<file path="src/rtl/mem_arbiter_n_pkg.sv">
// Shared encodings and helpers for the N-port memory arbiter.
// Arbiter FSM states, priority-mode constants and index-width helper.
package mem_arbiter_n_pkg;

    typedef enum logic [1:0] {
        ARB_IDLE = 2'd0,
        ARB_BUSY = 2'd1,
        ARB_RESP = 2'd2
    } arb_state_e;

    localparam int PRIO_RR    = 0;
    localparam int PRIO_FIXED = 1;

    // Index width for n items, never narrower than one bit.
    function automatic int clog2_min1(input int n);
        int r;
        r = 0;
        while ((1 << r) < n) begin
            r = r + 1;
        end
        if (r < 1) begin
            r = 1;
        end
        return r;
    endfunction

endpackage

</file>
<file path="src/rtl/mem_arbiter_n_if.sv">
// Requester-side and memory-side signals of the N-port arbiter; master is the arbiter's view.
// The err vector exists only when MEM_ARB_TIMEOUT_EN is defined.
interface mem_arbiter_n_if #(
    parameter int N_PORTS = 3,
    parameter int ADDR_W  = 32,
    parameter int DATA_W  = 128
);
    logic [N_PORTS-1:0]        req;
    logic [N_PORTS-1:0]        rw;
    logic [N_PORTS*ADDR_W-1:0] addr;
    logic [N_PORTS*DATA_W-1:0] wdata;
    logic [N_PORTS-1:0]        ack;
    logic [DATA_W-1:0]         rdata;

    logic                      mem_enable;
    logic                      mem_rw;
    logic                      mem_ack;
    logic [ADDR_W-1:0]         mem_addr;
    logic [DATA_W-1:0]         mem_data_out;
    logic [DATA_W-1:0]         mem_data_in;
`ifdef MEM_ARB_TIMEOUT_EN
    logic [N_PORTS-1:0]        err;
`endif

    modport master (
        input  req, rw, addr, wdata, mem_ack, mem_data_out,
        output ack, rdata, mem_enable, mem_rw, mem_addr, mem_data_in
`ifdef MEM_ARB_TIMEOUT_EN
        , output err
`endif
    );

    modport slave (
        output req, rw, addr, wdata, mem_ack, mem_data_out,
        input  ack, rdata, mem_enable, mem_rw, mem_addr, mem_data_in
`ifdef MEM_ARB_TIMEOUT_EN
        , input err
`endif
    );

endinterface

</file>
<file path="src/rtl/mem_arbiter_n_arb_prio_select.sv">
// Combinational winner pick: round-robin starting after last_i, or lowest index in fixed mode.
// Zero latency; gnt_vld_o is low when no request is pending.
module arb_prio_select
    import mem_arbiter_n_pkg::*;
#(
    parameter int N_PORTS = 3,
    parameter int IDX_W   = 2
) (
    input  logic [N_PORTS-1:0] req_i,
    input  logic [IDX_W-1:0]   last_i,
    input  logic               mode_i,
    output logic [IDX_W-1:0]   gnt_idx_o,
    output logic               gnt_vld_o
);

    logic [IDX_W-1:0] idx;

    always_comb begin
        gnt_idx_o = '0;
        gnt_vld_o = 1'b0;
        idx       = '0;
        if (int'(mode_i) == PRIO_FIXED) begin
            // Scan downward so the lowest requesting index is the last one written.
            for (int i = N_PORTS - 1; i >= 0; i--) begin
                idx = IDX_W'(i);
                if (req_i[idx]) begin
                    gnt_idx_o = idx;
                    gnt_vld_o = 1'b1;
                end
            end
        end else begin
            // Offset N_PORTS is last_i itself: lowest priority, overwritten by any nearer one.
            for (int k = N_PORTS; k >= 1; k--) begin
                idx = IDX_W'((int'(last_i) + k) % N_PORTS);
                if (req_i[idx]) begin
                    gnt_idx_o = idx;
                    gnt_vld_o = 1'b1;
                end
            end
        end
    end

endmodule

</file>
<file path="src/rtl/mem_arbiter_n.sv">
// N-port arbiter onto one memory port: 1-cycle arbitration, grant held until mem_ack, one ack cycle.
// Requesters stall (hold req) until acked; MEM_ARB_TIMEOUT_EN adds a BUSY watchdog with err pulse.
module mem_arbiter_n
    import mem_arbiter_n_pkg::*;
#(
    parameter int N_PORTS        = 3,
    parameter int ADDR_W         = 32,
    parameter int DATA_W         = 128,
    parameter int PRIO_MODE      = PRIO_RR,
    parameter int TIMEOUT_CYCLES = 255
) (
    input  logic clk,
    input  logic reset,
    mem_arbiter_n_if.master bus
);

    localparam int IDX_W = clog2_min1(N_PORTS);

    arb_state_e         state_q, state_d;
    logic [IDX_W-1:0]   gnt_q, gnt_d;
    logic [IDX_W-1:0]   last_q, last_d;
    logic               rw_q, rw_d;
    logic [ADDR_W-1:0]  addr_q, addr_d;
    logic [DATA_W-1:0]  wdata_q, wdata_d;
    logic [DATA_W-1:0]  rdata_q, rdata_d;

`ifdef MEM_ARB_TIMEOUT_EN
    localparam int CNT_W = clog2_min1(TIMEOUT_CYCLES + 1);
    logic [CNT_W-1:0]   cnt_q, cnt_d;
    logic               to_q, to_d;
`endif

    logic [ADDR_W-1:0]  addr_arr  [N_PORTS];
    logic [DATA_W-1:0]  wdata_arr [N_PORTS];
    logic [IDX_W-1:0]   sel_idx;
    logic               sel_vld;
    logic [N_PORTS-1:0] gnt_oh;

    always_comb begin
        for (int i = 0; i < N_PORTS; i++) begin
            addr_arr[i]  = bus.addr[i*ADDR_W +: ADDR_W];
            wdata_arr[i] = bus.wdata[i*DATA_W +: DATA_W];
        end
    end

    arb_prio_select #(
        .N_PORTS (N_PORTS),
        .IDX_W   (IDX_W)
    ) u_prio_select (
        .req_i     (bus.req),
        .last_i    (last_q),
        .mode_i    (PRIO_MODE == PRIO_FIXED),
        .gnt_idx_o (sel_idx),
        .gnt_vld_o (sel_vld)
    );

    always_comb begin
        state_d = state_q;
        gnt_d   = gnt_q;
        last_d  = last_q;
        rw_d    = rw_q;
        addr_d  = addr_q;
        wdata_d = wdata_q;
        rdata_d = rdata_q;
`ifdef MEM_ARB_TIMEOUT_EN
        cnt_d   = cnt_q;
        to_d    = to_q;
`endif
        case (state_q)
            ARB_IDLE: begin
                if (sel_vld) begin
                    gnt_d   = sel_idx;
                    rw_d    = bus.rw[sel_idx];
                    addr_d  = addr_arr[sel_idx];
                    wdata_d = wdata_arr[sel_idx];
                    state_d = ARB_BUSY;
`ifdef MEM_ARB_TIMEOUT_EN
                    cnt_d   = '0;
                    to_d    = 1'b0;
`endif
                end
            end
            ARB_BUSY: begin
                // mem_ack is checked first so it beats a simultaneous watchdog expiry.
                if (bus.mem_ack) begin
                    if (!rw_q) begin
                        rdata_d = bus.mem_data_out;
                    end
                    state_d = ARB_RESP;
                end
`ifdef MEM_ARB_TIMEOUT_EN
                else if (cnt_q == CNT_W'(TIMEOUT_CYCLES - 1)) begin
                    to_d    = 1'b1;
                    state_d = ARB_RESP;
                end else begin
                    cnt_d = cnt_q + 1'b1;
                end
`endif
            end
            ARB_RESP: begin
                if (PRIO_MODE == PRIO_RR) begin
                    last_d = gnt_q;
                end
                state_d = ARB_IDLE;
            end
            default: begin
                state_d = ARB_IDLE;
            end
        endcase
    end

    always_ff @(posedge clk or posedge reset) begin
        if (reset) begin
            state_q <= ARB_IDLE;
            gnt_q   <= '0;
            last_q  <= IDX_W'(N_PORTS - 1);
            rw_q    <= 1'b0;
            addr_q  <= '0;
            wdata_q <= '0;
            rdata_q <= '0;
`ifdef MEM_ARB_TIMEOUT_EN
            cnt_q   <= '0;
            to_q    <= 1'b0;
`endif
        end else begin
            state_q <= state_d;
            gnt_q   <= gnt_d;
            last_q  <= last_d;
            rw_q    <= rw_d;
            addr_q  <= addr_d;
            wdata_q <= wdata_d;
            rdata_q <= rdata_d;
`ifdef MEM_ARB_TIMEOUT_EN
            cnt_q   <= cnt_d;
            to_q    <= to_d;
`endif
        end
    end

    assign gnt_oh          = {{(N_PORTS-1){1'b0}}, 1'b1} << gnt_q;
    assign bus.ack         = (state_q == ARB_RESP) ? gnt_oh : '0;
    assign bus.rdata       = rdata_q;
    assign bus.mem_enable  = (state_q == ARB_BUSY);
    assign bus.mem_rw      = rw_q;
    assign bus.mem_addr    = addr_q;
    assign bus.mem_data_in = wdata_q;
`ifdef MEM_ARB_TIMEOUT_EN
    assign bus.err         = (state_q == ARB_RESP && to_q) ? gnt_oh : '0;
`endif

endmodule
</file>
<file path="src/flat_wrapper.sv">
// flat-port wrapper written by rule: the top's interface ports become plain ports
module mem_arbiter_n_flat import mem_arbiter_n_pkg::*;
#(
    parameter int N_PORTS        = 3,
    parameter int ADDR_W         = 32,
    parameter int DATA_W         = 128,
    parameter int PRIO_MODE      = PRIO_RR,
    parameter int TIMEOUT_CYCLES = 255
)
  (clk, reset, bus_req, bus_rw, bus_addr, bus_wdata, bus_mem_ack, bus_mem_data_out, bus_ack, bus_rdata, bus_mem_enable, bus_mem_rw, bus_mem_addr, bus_mem_data_in);
  mem_arbiter_n_if #(.N_PORTS(N_PORTS), .ADDR_W(ADDR_W), .DATA_W(DATA_W)) bus_i ();
  input  logic clk;
  input  logic reset;
  input wire logic [$bits(bus_i.req)-1:0] bus_req;
  input wire logic [$bits(bus_i.rw)-1:0] bus_rw;
  input wire logic [$bits(bus_i.addr)-1:0] bus_addr;
  input wire logic [$bits(bus_i.wdata)-1:0] bus_wdata;
  input wire logic [$bits(bus_i.mem_ack)-1:0] bus_mem_ack;
  input wire logic [$bits(bus_i.mem_data_out)-1:0] bus_mem_data_out;
  output wire logic [$bits(bus_i.ack)-1:0] bus_ack;
  output wire logic [$bits(bus_i.rdata)-1:0] bus_rdata;
  output wire logic [$bits(bus_i.mem_enable)-1:0] bus_mem_enable;
  output wire logic [$bits(bus_i.mem_rw)-1:0] bus_mem_rw;
  output wire logic [$bits(bus_i.mem_addr)-1:0] bus_mem_addr;
  output wire logic [$bits(bus_i.mem_data_in)-1:0] bus_mem_data_in;
  assign bus_i.req = bus_req;
  assign bus_i.rw = bus_rw;
  assign bus_i.addr = bus_addr;
  assign bus_i.wdata = bus_wdata;
  assign bus_i.mem_ack = bus_mem_ack;
  assign bus_i.mem_data_out = bus_mem_data_out;
  assign bus_ack = bus_i.ack;
  assign bus_rdata = bus_i.rdata;
  assign bus_mem_enable = bus_i.mem_enable;
  assign bus_mem_rw = bus_i.mem_rw;
  assign bus_mem_addr = bus_i.mem_addr;
  assign bus_mem_data_in = bus_i.mem_data_in;
  mem_arbiter_n #(.N_PORTS(N_PORTS), .ADDR_W(ADDR_W), .DATA_W(DATA_W), .PRIO_MODE(PRIO_MODE), .TIMEOUT_CYCLES(TIMEOUT_CYCLES)) u_core (.clk(clk), .reset(reset), .bus(bus_i));
endmodule
</file>
<file path="config.mk">
export PLATFORM = sky130hd
export DESIGN_NAME = mem_arbiter_n_flat
export DESIGN_NICKNAME = d
export VERILOG_FILES = /design/src/rtl/mem_arbiter_n_pkg.sv /design/src/rtl/mem_arbiter_n_if.sv /design/src/rtl/mem_arbiter_n_arb_prio_select.sv /design/src/rtl/mem_arbiter_n.sv /design/src/flat_wrapper.sv
export SDC_FILE = /design/constraint.sdc
export NUM_CORES = 1
export LEC_CHECK = 0
export ABC_AREA = 1
export CORE_AREA = 2 2 357 359
export CTS_CLUSTER_DIAMETER = 60
export CTS_CLUSTER_SIZE = 28
export DETAILED_ROUTE_END_ITERATION = 16
export DIE_AREA = 0 0 359 361
export GPL_TIMING_DRIVEN = 1
export HOLD_SLACK_MARGIN = 0.12
export REMOVE_ABC_BUFFERS = 1
export SLEW_MARGIN = 20
export SYNTH_ARGS = -nofsm -noshare
export SYNTH_HDL_FRONTEND = slang
export SYNTH_HIERARCHICAL = 1
export SYNTH_SLANG_ARGS = --single-unit
export TNS_END_PERCENT = 20
</file>
<file path="constraint.sdc">
create_clock -name clk -period 10 [get_ports clk]
set_clock_uncertainty 0.2 [all_clocks]
set_input_delay 1.5 -clock clk [delete_from_list [all_inputs] [get_ports clk]]
set_output_delay 1.5 -clock clk [all_outputs]
set_load 0.02 [all_outputs]
</file>
==> impl_metrics.csv <==
group,metric,value,unit
clocking,ctsResizeCount,0,
critical_path,required,10.30,ns
clocking,post_cts_buffers,0,
floorplan,io_pins,910,
job,maxCapViolations,0,
global_route,grt_pass1_wl,116000,um
placement,dpl.cell_count,4945,
floorplan,rows,130,
critical_path,path_max_fanout,83,
timing,setup_violations,0,
floorplan,dieWidth,359,um
placement,dpl-instance-area,27000,um2
timing,min_period_over_period,46.0,%
power,vdd_drop_max,163,uV
timing,finalHoldViolations,0,
synthesis,yosysWarnings,6,
timing,maxSlewViolCount,0,
cells_and_area,design_area,28600,um2
global_route,grt_pass1_vias,18600,
synthesis,seq_area_frac_synth,44.7,%
clocking,cts_buffers,45,
synthesis,ys_ff_latch,295,
critical_path,reg2reg_depth,16,
critical_path,crit_path_end_kind,"flip-flop",
outcome,status,"finished, final reports clean",
floorplan,die_area,130000,um2
global_route,grt_max_degree,142,
routing,wl_per_cell,15.8,um
timing,setup_tns,0,ns
routing,num_vias,18400,
routing,detail-route-antenna-nets,0,
cells_and_area,final_cell_mix,"nand2_1 (1400), clkdlybuf4s50_1 (909), inv_1 (328)",
timing,rsz0062_at_grt,"false",
timing,fin_crit,4.60,ns
power,leakagePower,0.0144,uW
critical_path,critPathArrivalTime,4.90,ns
routing,wl,79400,um
routing,vias_per_cell,3.66,
routing,first_pass_iters,5,
timing,hold_ws,0.269,ns
cells_and_area,final_nets,3963,
floorplan,initial_core_util,13.2,%
routing,drt_iter0_drc,1332,
clocking,cts_root_buf,"clkbuf_16",
timing,fmax,218,MHz
floorplan,core-area,125000,um2
placement,detailed_place_hpwl,59600,um
min_path,min_path_type,"reg -> reg",
placement,post-place-ws,4.73,ns
synthesis,synth.distinct_cells,28,
global_route,antenna_found_initial,11,
cells_and_area,stdcell_count,5033,
clocking,cts_tree,"done",
min_path,hold_depth,2,
clocking,insertion_delay,0.59,ns
floorplan,die_y,361,um
clocking,clockBufferDepth,3,
cells_and_area,syn_to_final_growth,73.1,%
clocking,clock_sinks,295,
clocking,path_clk_slew,0.07,ns
routing,drc_errors,0,
global_route,globalRouteOverflowTotal,0,
timing,slew-limit-headroom,31.2,%
clocking,h-tree-depth,2,
placement,numPortBuffers,909,
global_route,track_usage,11.8,%
timing,tightest_slew,1.03,ns
power,power.density,292,nW/um2
cells_and_area,final_common_cell,"nand2_1",
clocking,ctsHoldBuffers,0,
critical_path,crit_type,"in -> reg",
critical_path,start_kind,"input port",
cells_and_area,drive_gt1_share,3.38,%
placement,place.gp.congestion,0.918,
timing,fin_ws,5.40,ns
synthesis,netlist_instances,2516,
synthesis,avgSynthCellArea,6.56,um2
synthesis,netlist_area,16500,um2
==> worst paths after layout <==
| kind | from | slack [ns] | to |
|---|---|---|---|
| worst max-delay path | bus_req[1] | 5.40 | u_core/bus.mem_data_in[41] |
| min in group asynchronous | reset | 1.27 | u_core/bus.rdata[51] |
| worst min-delay path | u_core/bus.rdata[13] | 0.27 | u_core/bus.rdata[13] |
| worst min register to register | u_core/bus.rdata[13] | 0.27 | u_core/bus.rdata[13] |
| worst max register to register | u_core/last_q[0] | 6.02 | u_core/bus.mem_data_in[41] |
| max in group asynchronous | reset | 6.90 | u_core/bus.mem_data_in[17] |
==> flip-flops by register name, summed over array words and instances (netlist names) <==
signal                  count
u_core/bus.mem_addr        32
u_core/bus.mem_data_in    128
u_core/bus.mem_rw           1
u_core/bus.rdata          128
u_core/gnt_q                2
u_core/last_q               2
u_core/state_q              2
==> power by group <==
| part | internal (uW) | switching (uW) | total, uW |
|---|---|---|---|
| logic | 1800 | 2830 | 4630 |
| clock network | 896 | 685 | 1580 |
| registers | 1780 | 338 | 2120 |
==> layout make-up <==
| cell class | count | area [um2] |
|---|---|---|
| Fill cell | 13900 | 96800 |
| Clock inverter | 30 | 298 |
| Clock buffer | 52 | 1200 |
| Multi-Input combinational cell | 1739 | 7040 |
| Antenna cell | 6 | 15.0 |
| Tap cell | 1650 | 2060 |
| Inverter | 335 | 1290 |
| Timing Repair Buffer | 926 | 9270 |
| Sequential cell | 295 | 7380 |
==> cells in the mapped netlist, drive strengths merged <==
| cell | instances | area, um2 |
|---|---|---|
| nand2 | 1403 | 5270 |
| inv | 334 | 1250 |
| nand3 | 297 | 1490 |
| dfrtp | 294 | 7360 |
| buf | 130 | 787 |
| clkbuf | 18 | 67.6 |
| nor2 | 15 | 68.8 |
| o21ai | 6 | 30.0 |
| nor3 | 5 | 30.0 |
| ha | 4 | 50.1 |
| a21boi | 3 | 22.5 |
| a21oi | 2 | 13.8 |
| bufinv | 1 | 17.5 |
| conb | 1 | 3.75 |
| dfstp | 1 | 26.3 |
| nand3b | 1 | 7.51 |
| nor4 | 1 | 6.26 |
==> worst max-delay path, stage by stage <==
cell             delay, ns
clkdlybuf4s50_1       0.66
inv_2                 0.06
nand2_1               0.08
nand3_2               0.09
nand3_1               0.07
nand2_1               0.05
nand2_1               0.05
nand2_1               0.05
nand2_1               0.09
nand2_4               0.26
nor2_4                0.59
buf_4                 0.81
nand2_1               0.13
nand2_1               0.12
nand2_1               0.06
nand2_1               0.08
==> stage by stage <==
step	power, uW	util (%)
after floorplan	4550	-
after global placement	6760	21.6
after detailed placement	6800	21.6
after CTS	8450	22.8
after global routing	8910	22.8
final	8330	22.8
==> routing by layer <==
metal	up-vias	global-route usage [%]	wire, um
met3	170	3.01	6080
met2	776	19.8	37200
met4	6	5.61	3730
met5	-	0	41
li1	9116	-	-
met1	8355	13.9	32400
==> cell families after synthesis <==
| logic type | synth area share, % |
|---|---|
| other | 0.0227 |
| AND/OR/NAND/NOR | 41.6 |
| adder cells (fa/ha/maj) | 0.303 |
| AO/OA/AOI/OAI | 0.402 |
| buffers and inverters | 12.9 |
| flip-flops | 44.7 |
(Power assumes the default switching activity.)
